==> src/rtl/vga_timing.sv <==
// VGA raster timing generator: pixel/line counters, sync and blank generation, and a
// two-stage aligned DAC output. Optional solid white frame border via VGA_BORDER_EN.
module vga_timing #(
  parameter int H_ACTIVE = 640,
  parameter int H_FRONT  = 16,
  parameter int H_SYNC   = 96,
  parameter int H_BACK   = 48,
  parameter int V_ACTIVE = 480,
  parameter int V_FRONT  = 10,
  parameter int V_SYNC   = 2,
  parameter int V_BACK   = 33
) (
  input  logic        iVGA_CLK,
  input  logic        reset_n,
  input  logic [15:0] iRGB,
  output logic [9:0]  oVGA_X,
  output logic [9:0]  oVGA_Y,
  output logic [4:0]  oVGA_R,
  output logic [5:0]  oVGA_G,
  output logic [4:0]  oVGA_B,
  output logic        oVGA_HS,
  output logic        oVGA_VS,
  output logic        oVGA_BLANK_N,
  output logic        oVblank_start
);

  localparam int H_TOTAL = H_ACTIVE + H_FRONT + H_SYNC + H_BACK;
  localparam int V_TOTAL = V_ACTIVE + V_FRONT + V_SYNC + V_BACK;

  localparam logic [9:0] H_LAST     = 10'(H_TOTAL - 1);
  localparam logic [9:0] V_LAST     = 10'(V_TOTAL - 1);
  localparam logic [9:0] H_ACT      = 10'(H_ACTIVE);
  localparam logic [9:0] V_ACT      = 10'(V_ACTIVE);
  localparam logic [9:0] H_SYNC_BEG = 10'(H_ACTIVE + H_FRONT);
  localparam logic [9:0] H_SYNC_END = 10'(H_ACTIVE + H_FRONT + H_SYNC - 1);
  localparam logic [9:0] V_SYNC_BEG = 10'(V_ACTIVE + V_FRONT);
  localparam logic [9:0] V_SYNC_END = 10'(V_ACTIVE + V_FRONT + V_SYNC - 1);

  logic [9:0]  hCnt, vCnt;
  logic        hActive, vActive, active, hsRaw, vsRaw;
  logic        d1Active, d1Hs, d1Vs;
  logic [15:0] pixel, rgbOut;

  always_ff @(posedge iVGA_CLK or negedge reset_n) begin
    if (!reset_n) begin
      hCnt <= '0;
      vCnt <= '0;
    end else if (hCnt == H_LAST) begin
      hCnt <= '0;
      vCnt <= (vCnt == V_LAST) ? '0 : vCnt + 10'd1;
    end else begin
      hCnt <= hCnt + 10'd1;
    end
  end

  assign hActive = hCnt < H_ACT;
  assign vActive = vCnt < V_ACT;
  assign active  = hActive && vActive;
  assign hsRaw   = !((hCnt >= H_SYNC_BEG) && (hCnt <= H_SYNC_END));
  assign vsRaw   = !((vCnt >= V_SYNC_BEG) && (vCnt <= V_SYNC_END));

  // Drawing stage sees coordinates straight off the counters; its colour returns a clock later.
  assign oVGA_X        = hActive ? hCnt : '0;
  assign oVGA_Y        = vActive ? vCnt : '0;
  assign oVblank_start = (hCnt == '0) && (vCnt == V_ACT);

`ifdef VGA_BORDER_EN
  localparam logic [9:0] H_ACT_LAST = 10'(H_ACTIVE - 1);
  localparam logic [9:0] V_ACT_LAST = 10'(V_ACTIVE - 1);

  logic borderRaw, d1Border;

  assign borderRaw = active && ((hCnt == '0) || (hCnt == H_ACT_LAST) ||
                                (vCnt == '0) || (vCnt == V_ACT_LAST));

  always_ff @(posedge iVGA_CLK or negedge reset_n) begin
    if (!reset_n) d1Border <= 1'b0;
    else          d1Border <= borderRaw;
  end

  assign pixel = d1Border ? 16'hFFFF : iRGB;
`else
  assign pixel = iRGB;
`endif

  // d1 aligns timing flags with iRGB; the output stage registers all DAC pins together.
  always_ff @(posedge iVGA_CLK or negedge reset_n) begin
    if (!reset_n) begin
      d1Active     <= 1'b0;
      d1Hs         <= 1'b1;
      d1Vs         <= 1'b1;
      oVGA_HS      <= 1'b1;
      oVGA_VS      <= 1'b1;
      oVGA_BLANK_N <= 1'b0;
      rgbOut       <= '0;
    end else begin
      d1Active     <= active;
      d1Hs         <= hsRaw;
      d1Vs         <= vsRaw;
      oVGA_HS      <= d1Hs;
      oVGA_VS      <= d1Vs;
      oVGA_BLANK_N <= d1Active;
      rgbOut       <= d1Active ? pixel : '0;
    end
  end

  assign {oVGA_R, oVGA_G, oVGA_B} = rgbOut;

endmodule

==> config.mk <==
export PLATFORM = sky130hd
export DESIGN_NAME = vga_timing
export DESIGN_NICKNAME = d
export VERILOG_FILES = /design/src/rtl/vga_timing.sv
export SDC_FILE = /design/constraint.sdc
export NUM_CORES = 1
export LEC_CHECK = 0
export ABC_CLOCK_PERIOD_IN_PS = 2400
export CELL_PAD_IN_SITES_DETAIL_PLACEMENT = 1
export CELL_PAD_IN_SITES_GLOBAL_PLACEMENT = 1
export CORE_MARGIN = 2
export CORE_UTILIZATION = 35
export DETAILED_ROUTE_END_ITERATION = 12
export GPL_ROUTABILITY_DRIVEN = 0
export GPL_TIMING_DRIVEN = 0
export MAX_ROUTING_LAYER = met4
export PLACE_DENSITY_LB_ADDON = 0.2
export RECOVER_POWER = 50
export SETUP_SLACK_MARGIN = 0.4
export SYNTH_ARGS = -nofsm -noshare
export SYNTH_HDL_FRONTEND = slang
export SYNTH_SLANG_ARGS = --single-unit
export TNS_END_PERCENT = 1
==> constraint.sdc <==
create_clock -name iVGA_CLK -period 2.4 [get_ports iVGA_CLK]
set_input_delay 0.6 -clock iVGA_CLK [delete_from_list [all_inputs] [get_ports iVGA_CLK]]
set_output_delay 0.6 -clock iVGA_CLK [all_outputs]
set_load 0.05 [all_outputs]
==> impl_metrics.toml <==
[job]
drv.max_cap_violation_count = 0

[critical_path]
timing.critical_path.fanout_max = 4
critical_path.n_buffers_inverters = 2
r2r_cells = 6
crit_type = "reg -> out"
cp_slowest_cell = "dlygate4sd2_1"
type_of_element_launching_the_critical_path = "flip-flop"
worst_r2r_setup_slack_ns = 0.21
worst_ep_required_time_ns = 1.80
critPathTopFamily = "buffers and inverters"
crit_path_max_incr_delay_ns = 0.56
timing.critical_path.to_type = "primary output"
critical_path.reg2reg.startpoint = "hCnt[7]"
cp.arrival_ns = 1.64
destination_of_the_worst_register_to_register_timing_path = "vCnt[9]"
critical_path.cell_chain = "buf_4 > a311oi_2 > dlygate4sd2_1"

[synthesis]
synth.lib_cells_used.distinct = 35
count_of_state_elements_after_synthesis = 42
synth.yosys.seq_area_share_pct = 55.0
synth.cell_area_mm2 = 0.00192
synth_async_sr_flop_share_pct = 100
postSynthAreaPerCell_um2 = 10.8
synth-edff-count = 0
synthesis.nets = 199
syn_inst = 177
synth-main-ff-cell = "dfrtp_1"
yosysWarnings = 0

[clock_network]
root_buf_cell = "clkbuf_8"
cts_tree = "done"
cts-root-to-sink-buffers = 2
clock_latency_of_the_later_clocked_register_in_the_worst_skew_pair_ns = 0.29
clk_pin_slew_worst_paths_ns = 0.08
numCtsBuffers = 5
cts-htree-levels = 2
clock_sink_count = 42

[cells_and_area]
layout.cells.most_common_list = "32 x clkdlybuf4s50_1, 31 x dfrtp_1, 23 x and2_1"
layout.area.seq_mm2 = 0.00106
drive_gt1_share_pct = 26.7
mostFrequentLayoutCell = "clkdlybuf4s50_1"
finish.net_count = 276
multi_input_comb_area_um2 = 878
area_delta_synth_final_pct = 45.9
design_area_mm2 = 0.00280
fillerInstances = 579
n_antenna_cell = 0

[timing]
totalNegativeSetupSlack_ns = 0
slew_headroom_pct = 34.8
hold_viol_final = 0
layout_setup_ws_ns = 0.162
worst-slew-pin-transition_ns = 0.978
setup_violations = 0
clock_skew_ns = 0.00882
final_min_period_over_clock_period_pct = 93.2
max_transition_viols_final = 0
period_needed_ns = 2.24
rsz0062_at_grt = "true"
achievable-frequency_mhz = 447

[placed_design]
port-buffer-count = 56
dp.final_hpwl_mm = 3.34
dpl-instance-area_mm2 = 0.00259
dpl_worst_slack_ns = -0.424

[worst_hold_path]
worstHoldEndpoint = "oVGA_HS"
worst_hold_startpoint = "d1Hs"
min_path_type = "reg -> reg"
holdPathStages = 0

[detailed_routing]
via_count = 1616
postRouteAntennaNets = 0
drt-pass1-iter-count = 4
detail_route.iter0.violations = 24
vias_per_cell = 4.97
drc_violations_left = 0
post_drt_wl_per_cell_um = 15.9
postRouteWirelength_mm = 5.17

[pwr]
power_leakage_nw = 1.22
power.density_cell_area_mw_per_mm2 = 465
vdd_ir_drop_max_uv = 308

[global_route]
global_route_wire_length_before_repair_mm = 8.13
grt_util_all_layers_pct = 17.3
globalRoute.totalOverflow = 0
vias_in_the_first_global_route = 1628
grt_antenna_before_repair = 0
largest_net_degree_at_the_start_of_global_routing = 26

[die]
floorplan.die_area_mm2 = 0.00609
die_h_um = 78.1
core.rowCount = 26
io-pin-count = 58
floorplan.initialDensity_pct = 36.9
die_w_um = 78.1
core_region_area_mm2 = 0.00520

[status]
outcome = "complete, no violations"
[through the flow]
stage	power, W	cells	hold WS [ns]	util, %
after floorplan	0.000802	177	0.304	-
after global placement	0.000870	303	0.346	49.4
after detailed placement	0.000877	304	0.349	49.7
after CTS	0.00132	322	0.239	53.0
after global routing	0.00135	325	0.357	53.8
final	0.00130	325	0.360	53.8
[how the worst max path moves through the flow]
stage                 start            end  slack, ns  cells past startpoint
floorplan           hCnt[7]      oVGA_X[9]       0.14                      2
global placement    vCnt[5]      oVGA_Y[3]      -0.40                      4
detailed placement  vCnt[5]      oVGA_Y[2]      -0.42                      4
CTS                 vCnt[6]  oVblank_start       0.15                      4
global route        vCnt[8]      oVGA_Y[6]       0.12                      3
finish              vCnt[8]      oVGA_Y[6]       0.16                      3
[layer usage]
layer / vias up / GRT usage (%) / routed length, um
li1: 752 / - / -
met1: 811 / 22.3 / 2380
met2: 48 / 27.8 / 2520
met3: 5 / 4.02 / 210
met4: 0 / 4.56 / 57
met5: - / - / 0
[cells in the mapped netlist (all sizes together) (3+ instances only)]
master	n	area, um^2
nor2	9	33.8
o21ai	5	25.0
nand4	7	43.8
and2	33	206
nand3	8	40.0
buf	5	33.8
clkbuf	4	15.0
nand2	7	26.3
inv	7	26.3
nor3	4	25.0
ha	4	50.1
dfstp	4	105
nor2b	3	18.8
dfrtp	38	951
xor2	5	43.8
and3	4	25.0
xnor2	8	70.1
nor4	5	31.3
[timing repair]
item                                    in CTS  in global routing
endpoints found under the setup margin      51                 51
gates resized for setup                     85                 43
pin swaps                                    3                  4
hold buffers                                 0                  0
cloned                                       1                  0
endpoints found under the hold margin        0                  0
buffers inserted                             9                  3
[report_power, final]
group,leakage (nW),switching (W),internal [W]
clock,0.0450,0.000242,0.000202
sequential,0.499,0.00000369,0.000721
combinational,0.677,0.0000793,0.0000551
total,1.22,0.000325,0.000978
[state kept, by name, summed over array words and instances, names as in the netlist]
name,flops
d1Active,1
oVGA_VS,1
rgbOut,16
d1Hs,1
hCnt,10
vCnt,10
oVGA_BLANK_N,1
d1Vs,1
oVGA_HS,1
[area by class of cell]
class,count,area share [%]
clock inverter,2,0.357
buffer,9,2.01
inverter,7,0.938
timing repair buffer,69,21.6
tap,70,3.13
clock buffer,6,2.59
sequential,42,38.0
multi-input combinational,120,31.4
[cells by family after synthesis]
| kind of cell | count (synthesis) | share of synthesized area, % |
|---|---|---|
| buffers and inverters | 16 | 3.91 |
| other | 1 | 0.195 |
| and+or+nand+nor | 91 | 28.7 |
| AOI/OAI and AO/OA | 10 | 3.65 |
| adders and majority gates | 4 | 2.61 |
| DFF | 42 | 55.0 |
| xor gates and xnor gates | 13 | 5.93 |
Note: power is estimated with default switching activity, not from simulation.
